<file path="config.mk">
export PLATFORM = sky130hd
export DESIGN_NAME = call_request_unit
export DESIGN_NICKNAME = d
export VERILOG_FILES = /design/src/rtl/elevator_pkg.sv /design/src/rtl/btn_debounce.sv /design/src/rtl/call_request_unit.sv
export SDC_FILE = /design/constraint.sdc
export NUM_CORES = 1
export LEC_CHECK = 0
export CAP_MARGIN = 10
export CORE_MARGIN = 4
export CORE_UTILIZATION = 45
export CTS_BUF_LIST = sky130_fd_sc_hd__clkbuf_2 sky130_fd_sc_hd__clkbuf_4 sky130_fd_sc_hd__clkbuf_8
export CTS_CLUSTER_DIAMETER = 120
export DETAILED_ROUTE_END_ITERATION = 12
export PLACE_DENSITY = 0.74
export SLEW_MARGIN = 20
export SYNTH_ARGS = -nofsm -noshare
export SYNTH_HDL_FRONTEND = slang
export SYNTH_SLANG_ARGS = --single-unit
</file>
<file path="constraint.sdc">
create_clock -name clk -period 2.3 [get_ports clk]
set_input_delay 0.575 -clock clk [delete_from_list [all_inputs] [get_ports clk]]
set_output_delay 0.575 -clock clk [all_outputs]
set_load 0.005 [all_outputs]
</file>
<file path="src/rtl/elevator_pkg.sv">
// Shared elevator types and sizing.
// Used by the call request unit and the controller.
package elevator_pkg;

    localparam int NUM_FLOORS = 5;
    localparam int FLOOR_W    = 3;
    localparam int DEB_CYCLES = 4;
    localparam int CNT_W      = 3;

    typedef logic [FLOOR_W-1:0]    floor_t;
    typedef logic [NUM_FLOORS-1:0] req_vec_t;
    typedef logic [CNT_W-1:0]      req_cnt_t;

    function automatic req_cnt_t popcount(input req_vec_t v);
        req_cnt_t n;
        n = '0;
        for (int i = 0; i < NUM_FLOORS; i++) begin
            n = n + req_cnt_t'(v[i]);
        end
        return n;
    endfunction

endpackage

</file>
<file path="src/rtl/btn_debounce.sv">
// One push-button: 2-flop synchroniser, debounce counter,
// and a single-cycle pulse on each debounced press.
module btn_debounce #(
    parameter int DEB_CYCLES = 4
) (
    input  logic clk,
    input  logic rst_n,
    input  logic raw,
    output logic press
);

    localparam int CW = (DEB_CYCLES > 2) ? $clog2(DEB_CYCLES) : 1;
    localparam logic [CW-1:0] LAST = CW'(DEB_CYCLES - 1);

    logic          s1_q, s1_d;
    logic          s2_q, s2_d;
    logic          deb_q, deb_d;
    logic [CW-1:0] cnt_q, cnt_d;
    logic          accept;

    always_comb begin
        s1_d   = raw;
        s2_d   = s1_q;
        deb_d  = deb_q;
        cnt_d  = cnt_q;
        accept = 1'b0;
        if (s2_q == deb_q) begin
            cnt_d = '0;
        end else if (cnt_q == LAST) begin
            accept = 1'b1;
            deb_d  = s2_q;
            cnt_d  = '0;
        end else begin
            cnt_d = cnt_q + 1'b1;
        end
        // Releases are filtered the same way but never raise an event.
        press = accept && s2_q;
    end

    always_ff @(posedge clk or negedge rst_n) begin
        if (!rst_n) begin
            s1_q  <= 1'b0;
            s2_q  <= 1'b0;
            deb_q <= 1'b0;
            cnt_q <= '0;
        end else begin
            s1_q  <= s1_d;
            s2_q  <= s2_d;
            deb_q <= deb_d;
            cnt_q <= cnt_d;
        end
    end

endmodule

</file>
<file path="src/rtl/call_request_unit.sv">
// Turns debounced hall/car presses into sticky floor calls,
// cleared when the car reports service of a floor.
module call_request_unit
    import elevator_pkg::*;
(
    input  logic                  clk,
    input  logic                  rst_n,
    input  logic [NUM_FLOORS-1:0] raw_btn,
    input  logic                  svc_valid,
    input  logic [FLOOR_W-1:0]    svc_floor,
    output logic [NUM_FLOORS-1:0] req,
    output logic                  req_new,
    output logic [CNT_W-1:0]      req_count
);

    req_vec_t press;
    req_vec_t clr;
    req_vec_t req_q, req_d;
    logic     req_new_q, req_new_d;
    req_cnt_t req_count_q, req_count_d;

    for (genvar f = 0; f < NUM_FLOORS; f++) begin : g_btn
        btn_debounce #(
            .DEB_CYCLES(DEB_CYCLES)
        ) u_deb (
            .clk  (clk),
            .rst_n(rst_n),
            .raw  (raw_btn[f]),
            .press(press[f])
        );
    end

    always_comb begin
        clr = '0;
        // Out-of-range floor indices match no bit and are dropped.
        for (int f = 0; f < NUM_FLOORS; f++) begin
            clr[f] = svc_valid && (floor_t'(svc_floor) == floor_t'(f));
        end
        // A clear beats a coincident press: the stopped car serves it.
        req_d       = (req_q | press) & ~clr;
        req_new_d   = |(req_d & ~req_q);
        req_count_d = popcount(req_d);
    end

    always_ff @(posedge clk or negedge rst_n) begin
        if (!rst_n) begin
            req_q       <= '0;
            req_new_q   <= 1'b0;
            req_count_q <= '0;
        end else begin
            req_q       <= req_d;
            req_new_q   <= req_new_d;
            req_count_q <= req_count_d;
        end
    end

    assign req       = req_q;
    assign req_new   = req_new_q;
    assign req_count = req_count_q;

endmodule
</file>
==> run_results.csv, run 1 <==
group,metric,value,unit
status,run_status,"finished, final reports clean",
clock_tree,cts_htree_levels,2,
layout,stdcell_area,1730,sq um
global_route,global_route_wire_length_before_repair,4320,um
sta,setup_ws,0.123,ns
global_route,number_of_global_route_vias_before_repair,980,
synth,synthDistinctLibCells,23,
critical_path,critical_path_required,2.52,ns
synth,cell_type_contributing_the_most_total_cell_area_after_synthesis,"dfrtp_1",
critical_path,worstPathMaxFanout,4,
detailed_routing,num_vias,887,
critical_path,endpoint_kind,"register",
synth,mappedNetlistNets,125,
die,die_h,62.5,um
layout,final_nets,160,
synth,yosys.area.top_type_share,63.6,%
detailed_routing,drt-initial-drc-count,13,
global_route,grt-ovfl-total,0,
layout,layout-drive-gt1-share,19.7,%
sta,worstMarginPinSlew,0.410,ns
place,detailed_place.area,1610,sq um
detailed_routing,detail_route.vias_per_cell,5.13,
clock_tree,cts_root_buf,"clkbuf_4",
synth,synthTopCellsByArea,"dfrtp_1 64%, ha_1 5.6%, xnor2_1 3.3%",
synth,syn-mean-instance-area,12.6,sq um
power,internal_power,1.34,mW
detailed_routing,drt.antenna.violating_nets,0,
clock_tree,clk_pin_slew_worst_paths,0.10,ns
clock_tree,tritoncts,"done",
power,power.ir.vdd_worst,0.539,mV
power,clock_group_share_of_total_power,18.0,%
power,power_frac_seq,47.8,%
place,placed_cells_incl_taps,162,
place,place_ws,-0.519,ns
clock_tree,clock_sinks,34,
place,globalplace.congestion,0.799,
synth,postSynthCellCount,106,
sta,share_of_the_clock_period_used_by_the_worst_path_after_layout,94.6,%
global_route,grt_util_all_layers,14.1,%
power,power.switching_fraction,31.2,%
power,switching_power,0.609,mW
critical_path,worst-setup-path-type,"reg2reg",
clock_tree,clock_latency,0.33,ns
power,fin_total_pwr,1.95,mW
layout,syn2layout_area_growth,29.3,%
sta,finalCriticalPeriod,2.18,ns
die,die_x,62.5,um
job,cap_violations,0,
place,portBuffers,19,
clock_tree,cts.hold.buffers_added,0,
detailed_routing,drtPass1Iterations,5,
synth,synth-seq-area-share,63.6,%
critical_path,worst_ep_arrival_time,2.40,ns
die,num_io_pins,20,
die,core.rowCount,19,
global_route,largest_net_degree_at_the_start_of_global_routing,35,
sta,timing.final.max_slew_violations,0,
sta,final_hold_viol_count,0,
die,initial_utilization,47.7,%
power,power_density,1130,nW/um^2
sta,max_freq,459,MHz
layout,diodes,0,
power,comb_power_share,34.3,%
sta,final.setup_skew,0.00213,ns
clock_tree,cts-buffers-inserted,5,
sta,final-setup-viol-count,0,
global_route,antenna_violations_before_repair,0,
synth,synthesis.area,1340,sq um
detailed_routing,routed_wl,2250,um
min_path,hp-class,"reg2reg",
synth,ys.warnings.count,0,
synth,synth.ff_latch_count,34,
layout,fin_cells,173,
power,power_leakage,0.808,nW
detailed_routing,drc,0,
die,floorplan.core_area,2810,sq um
place,place.detailed.hpwl,1610,um
detailed_routing,drt-wirelength-per-cell,13.0,um
die,design.die.area,3910,sq um
critical_path,critPathLaunchType,"register",
clock_tree,clock_tree.buffer_depth,2,
sta,slew_headroom,72.7,%
cell usage after synthesis:
library cell and instances:
o21ai_0 6, nand4b_1 1, nand3b_1 1, nor4bb_1 2, nand3_1 2, a31oi_1 2, nor2b_1 5, o21ai_1 1
and4b_2 1, nand2_1 7, ha_1 6, fa_1 2, xnor2_1 5, nor3_1 6, inv_1 10, o22a_1 1
dfrtp_1 34, or4bb_2 2, a21oi_1 1, mux2i_1 1, o21a_1 1, nor2_1 8, o211ai_2 1
metrics by stage:
stage          TNS, ns  util (%)  hold WS (ns)
2_1_floorplan        0         -         0.279
3_3_place_gp     -1.13      57.5         0.332
3_5_place_dp     -1.28      57.5         0.337
4_1_cts              0      59.9         0.359
5_1_grt        -0.0100      61.7         0.366
6_report             0      61.7         0.356
registers in the layout (all words and copies together) (netlist names):
| name | cells |
|---|---|
| g_btn.u_deb.cnt_q | 10 |
| g_btn.u_deb.deb_q | 5 |
| g_btn.u_deb.s1_q | 5 |
| g_btn.u_deb.s2_q | 5 |
| req | 5 |
| req_count | 3 |
| req_new | 1 |
timing repair:
item	in CTS	in global routing
resized for setup	5	9
setup buffers	1	2
setup endpoints to repair	2	1
pin swaps	1	5
power by group through the flow:
stage	Clock [mW]	Sequential (mW)	Combinational, mW
after global placement	0	0.916	0.594
after CTS	0.369	0.919	0.626
after global routing	0.404	0.962	0.769
after floorplan	0	0.909	0.335
final	0.351	0.932	0.668
after detailed placement	0	0.931	0.619
worst max-delay path, stage by stage, from the launching register on:
cell and delay [ns]:
dfrtp_1 0.40, ha_4 0.15, nand2_1 0.06, nor2_1 0.10, o21a_1 0.17, inv_2 0.05
fa_1 0.49, inv_1 0.05, fa_2 0.32, ha_1 0.27
metal layers:
layer / up-vias / GRT usage, % / share of wire (%)
met5: - / 0 / 0
met4: 0 / 6.06 / 2.0
met3: 6 / 6.12 / 5.8
met2: 21 / 22.4 / 47
met1: 434 / 16.7 / 45
li1: 426 / - / -
logic make-up (layout without fill, tap and decap cells):
| family | after synthesis | in the layout | synth area share (%) |
|---|---|---|---|
| AOI/OAI and AO/OA | 13 | 13 | 6.07 |
| and+or+nand+nor | 35 | 35 | 15.0 |
| muxes | 1 | 1 | 0.748 |
| xor gates and xnor gates | 5 | 5 | 3.27 |
| buffers and inverters | 10 | 46 | 2.80 |
| adders and majority gates | 8 | 8 | 8.60 |
| DFF | 34 | 34 | 63.6 |
cell type report:
cell class	count	area [sq um]
repair buffers	28	253
well taps	31	38.8
fillers	246	1070
flip-flops and latches	34	851
clock buffers	7	58.8
multi-input cells	62	487
clock inverters	1	5.00
inverters	10	37.5
final timing paths:
kind / slack [ns] / endpoint / depth (start not counted) / from
worst min register to register: 0.36 / g_btn[3].u_deb.s2_q / 0 / g_btn[3].u_deb.s1_q
worst max-delay path: 0.12 / req_count[1] / 9 / g_btn[1].u_deb.cnt_q[0]
worst max register to register: 0.12 / req_count[1] / 9 / g_btn[1].u_deb.cnt_q[0]
max in group asynchronous: 1.38 / g_btn[2].u_deb.cnt_q[0] / 2 / rst_n
worst min-delay path: 0.36 / g_btn[3].u_deb.s2_q / 0 / g_btn[3].u_deb.s1_q
min in group asynchronous: 0.63 / req[4] / 2 / rst_n
cell usage in the layout (no fill, tap or decap), drive strengths merged, types with 2 or more instances in the layout:
cell           netlist  routed
xnor2                5       5
inv                 10      10
dlygate4sd2          0       4
clkbuf               0       7
nor4bb               2       2
clkdlybuf4s50        0      15
nand3                2       2
nor2b                5       5
nor3                 6       6
nand2                7       7
ha                   6       6
nor2                 8       8
o21ai                7       7
or4bb                2       2
buf                  0       9
fa                   2       2
a31oi                2       2
dfrtp               34      34
(Power assumes the default switching activity.)
==> run 2: changes to the inputs <==
--- a/config.mk
+++ b/config.mk
@@ -11,6 +11,7 @@
 export CTS_BUF_LIST = sky130_fd_sc_hd__clkbuf_2 sky130_fd_sc_hd__clkbuf_4 sky130_fd_sc_hd__clkbuf_8
 export CTS_CLUSTER_DIAMETER = 120
 export DETAILED_ROUTE_END_ITERATION = 12
+export GPL_TIMING_DRIVEN = 0
 export PLACE_DENSITY = 0.74
 export SLEW_MARGIN = 20
 export SYNTH_ARGS = -nofsm -noshare
==> run_results.csv, run 2 (synthesis gave the netlist of run 1 again) <==
group,metric,value,unit
detailed_routing,drt.antenna.violating_nets,0,
layout,top_register,"g_btn.u_deb.cnt_q",
place,place.detailed.hpwl,1720,um
sta,final.setup_skew,0.00654,ns
detailed_routing,drc,0,
detailed_routing,routed_wl,2350,um
detailed_routing,drtPass1Iterations,4,
layout,stdcell_area,1700,sq um
die,die_x,62.5,um
layout,diodes,0,
clock_tree,cts_root_buf,"clkbuf_4",
critical_path,crit_path_cell_trace,"ha_4 > nand2_2 > nor2_2 > o21a_1 > inv_2 > fa_1 > inv_1 > fa_2 > ha_4",
clock_tree,cts-buffers-inserted,5,
global_route,grt_util_met2,21.7,%
sta,max_freq,467,MHz
die,design.die.area,3910,sq um
global_route,antenna_violations_before_repair,0,
critical_path,worst-setup-path-type,"reg2reg",
place,portBuffers,19,
critical_path,r2r_end,"req_count[1]",
critical_path,reg2reg_from,"g_btn[1].u_deb.cnt_q[0]",
critical_path,critical_path_required,2.59,ns
sta,final-setup-viol-count,0,
detailed_routing,detail_route.vias_per_cell,5.31,
detailed_routing,drt-wirelength-per-cell,14.2,um
global_route,met1_usage,15.2,%
layout,layout.cells.most_common,"dfrtp_1",
clock_tree,clock_latency,0.34,ns
clock_tree,tritoncts,"done",
global_route,use_met3,8.45,%
sta,final_hold_viol_count,0,
layout,final_nets,153,
place,placed_cells_incl_taps,157,
critical_path,worstSetupStartpoint,"g_btn[1].u_deb.cnt_q[0]",
sta,share_of_the_clock_period_used_by_the_worst_path_after_layout,93.2,%
critical_path,cpMostUsedCell,"ha_4",
layout,fin_util,60.7,%
clock_tree,clk_pin_slew_worst_paths,0.10,ns
global_route,largest_net_degree_at_the_start_of_global_routing,26,
critical_path,worst_ep_arrival_time,2.43,ns
global_route,global_route_wire_length_before_repair,4070,um
sta,slew_headroom,72.5,%
global_route,grt_util_all_layers,14.3,%
global_route,grt-ovfl-total,0,
sta,finalCriticalPeriod,2.14,ns
sta,setup_total_negative_slack,0,ns
power,power_density,1150,nW/um^2
detailed_routing,drt-initial-drc-count,22,
critical_path,regToRegSetupSlack,0.16,ns
clock_tree,cts_htree_levels,2,
clock_tree,clock_tree.buffer_depth,2,
layout,layout_common_cells,"34 x dfrtp_1, 14 x clkdlybuf4s50_1, 9 x inv_1, 7 x nor2_1",
place,globalplace.congestion,0.694,
layout,layout-drive-gt1-share,16.3,%
global_route,number_of_global_route_vias_before_repair,879,
min_path,hp-class,"in2async",
layout,fill_cells,239,
place,detailed_place.area,1590,sq um
sta,rsz0062_at_grt,"no",
layout,syn2layout_area_growth,27.1,%
detailed_routing,num_vias,881,
die,core.rowCount,19,
critical_path,critPathSlowestCell,"fa_1",
critical_path,timing.reg2reg.worst_path_depth,9,
clock_tree,cts.hold.buffers_added,0,
global_route,busiest_layer,"met2",
sta,hold_slack_final,0.0892,ns
power,power.ir.vdd_worst,0.637,mV
layout,fin_cells,166,
sta,timing.final.max_slew_violations,0,
status,run_status,"finished, final reports clean",
job,cap_violations,0,
die,initial_utilization,47.7,%
critical_path,critPathLaunchType,"register",
clock_tree,clock_sinks,34,
die,num_io_pins,20,
critical_path,worstPathMaxFanout,4,
die,die_h,62.5,um
critical_path,max_stage_delay,0.49,ns
die,floorplan.core_area,2810,sq um
sta,worstMarginPinSlew,0.407,ns
critical_path,critical_path.endpoint,"req_count[1]",
critical_path,endpoint_kind,"register",
layout,largest_register_ff_count,10,
power,power_leakage,0.782,nW
==> run 2: cell types whose count changed in the layout (fill, tap and decap cells not counted), sizes merged <==
cell | before | now
clkdlybuf4s50 | 15 | 14
buf | 9 | 3
==> run 2: area by class of cell <==
type                            instances  area [sq um]  share of cell area [%]
Clock buffer                            7          58.8                    3.46
Clock inverter                          1          5.00                   0.294
Inverter                               10          37.5                    2.21
Multi-Input combinational cell         62           495                    29.1
Sequential cell                        34           851                    50.0
Tap cell                               31          38.8                    2.28
Timing Repair Buffer                   21           215                    12.6
==> run 2: metal layers <==
metal / up-vias / wire [um]
met3: 11 / 166
met5: - / 0
li1: 413 / -
met2: 19 / 1200
met4: 0 / 76
met1: 438 / 915
==> run 2: worst min path at each step <==
stage | from | end | depth (start not counted) | slack [ns]
detailed placement | g_btn[4].u_deb.s1_q | g_btn[4].u_deb.s2_q | 0 | 0.34
floorplan | rst_n | g_btn[0].u_deb.cnt_q[0] | 0 | 0.28
finish | rst_n | req[4] | 1 | 0.09
global route | rst_n | g_btn[1].u_deb.cnt_q[0] | 1 | 0.06
global placement | g_btn[1].u_deb.s1_q | g_btn[1].u_deb.s2_q | 0 | 0.33
CTS | rst_n | g_btn[1].u_deb.cnt_q[0] | 1 | 0.08
==> run 2: power breakdown <==
part | switching (mW) | internal (mW) | total (mW)
registers | 0.138 | 0.793 | 0.931
logic | 0.295 | 0.371 | 0.666
clock network | 0.195 | 0.160 | 0.354
total | 0.628 | 1.32 | 1.95
==> run 2: timing repair <==
action | in CTS | in global routing
endpoints found under the hold margin | 0 | 0
gates resized for setup | 5 | 9
endpoints found under the setup margin | 2 | 2
pin swaps | 1 | 4
cloned | 0 | 0
setup buffers | 1 | 0
==> run 2: critical path: cells and delay by family, from the launching register on <==
kind                       cells  cell delay, ns
adders and majority gates      4            1.28
DFF                            1            0.40
buffers and inverters          2            0.10
and+or+nand+nor                2            0.16
AOI/OAI and AO/OA              1            0.16
==> run 2: metrics by stage <==
stage,setup slack (ns),power (mW)
5_1_grt,0.00614,2.14
3_5_place_dp,-0.581,1.55
3_3_place_gp,-0.533,1.50
4_1_cts,0.0190,1.91
2_1_floorplan,0.156,1.24
6_report,0.157,1.95
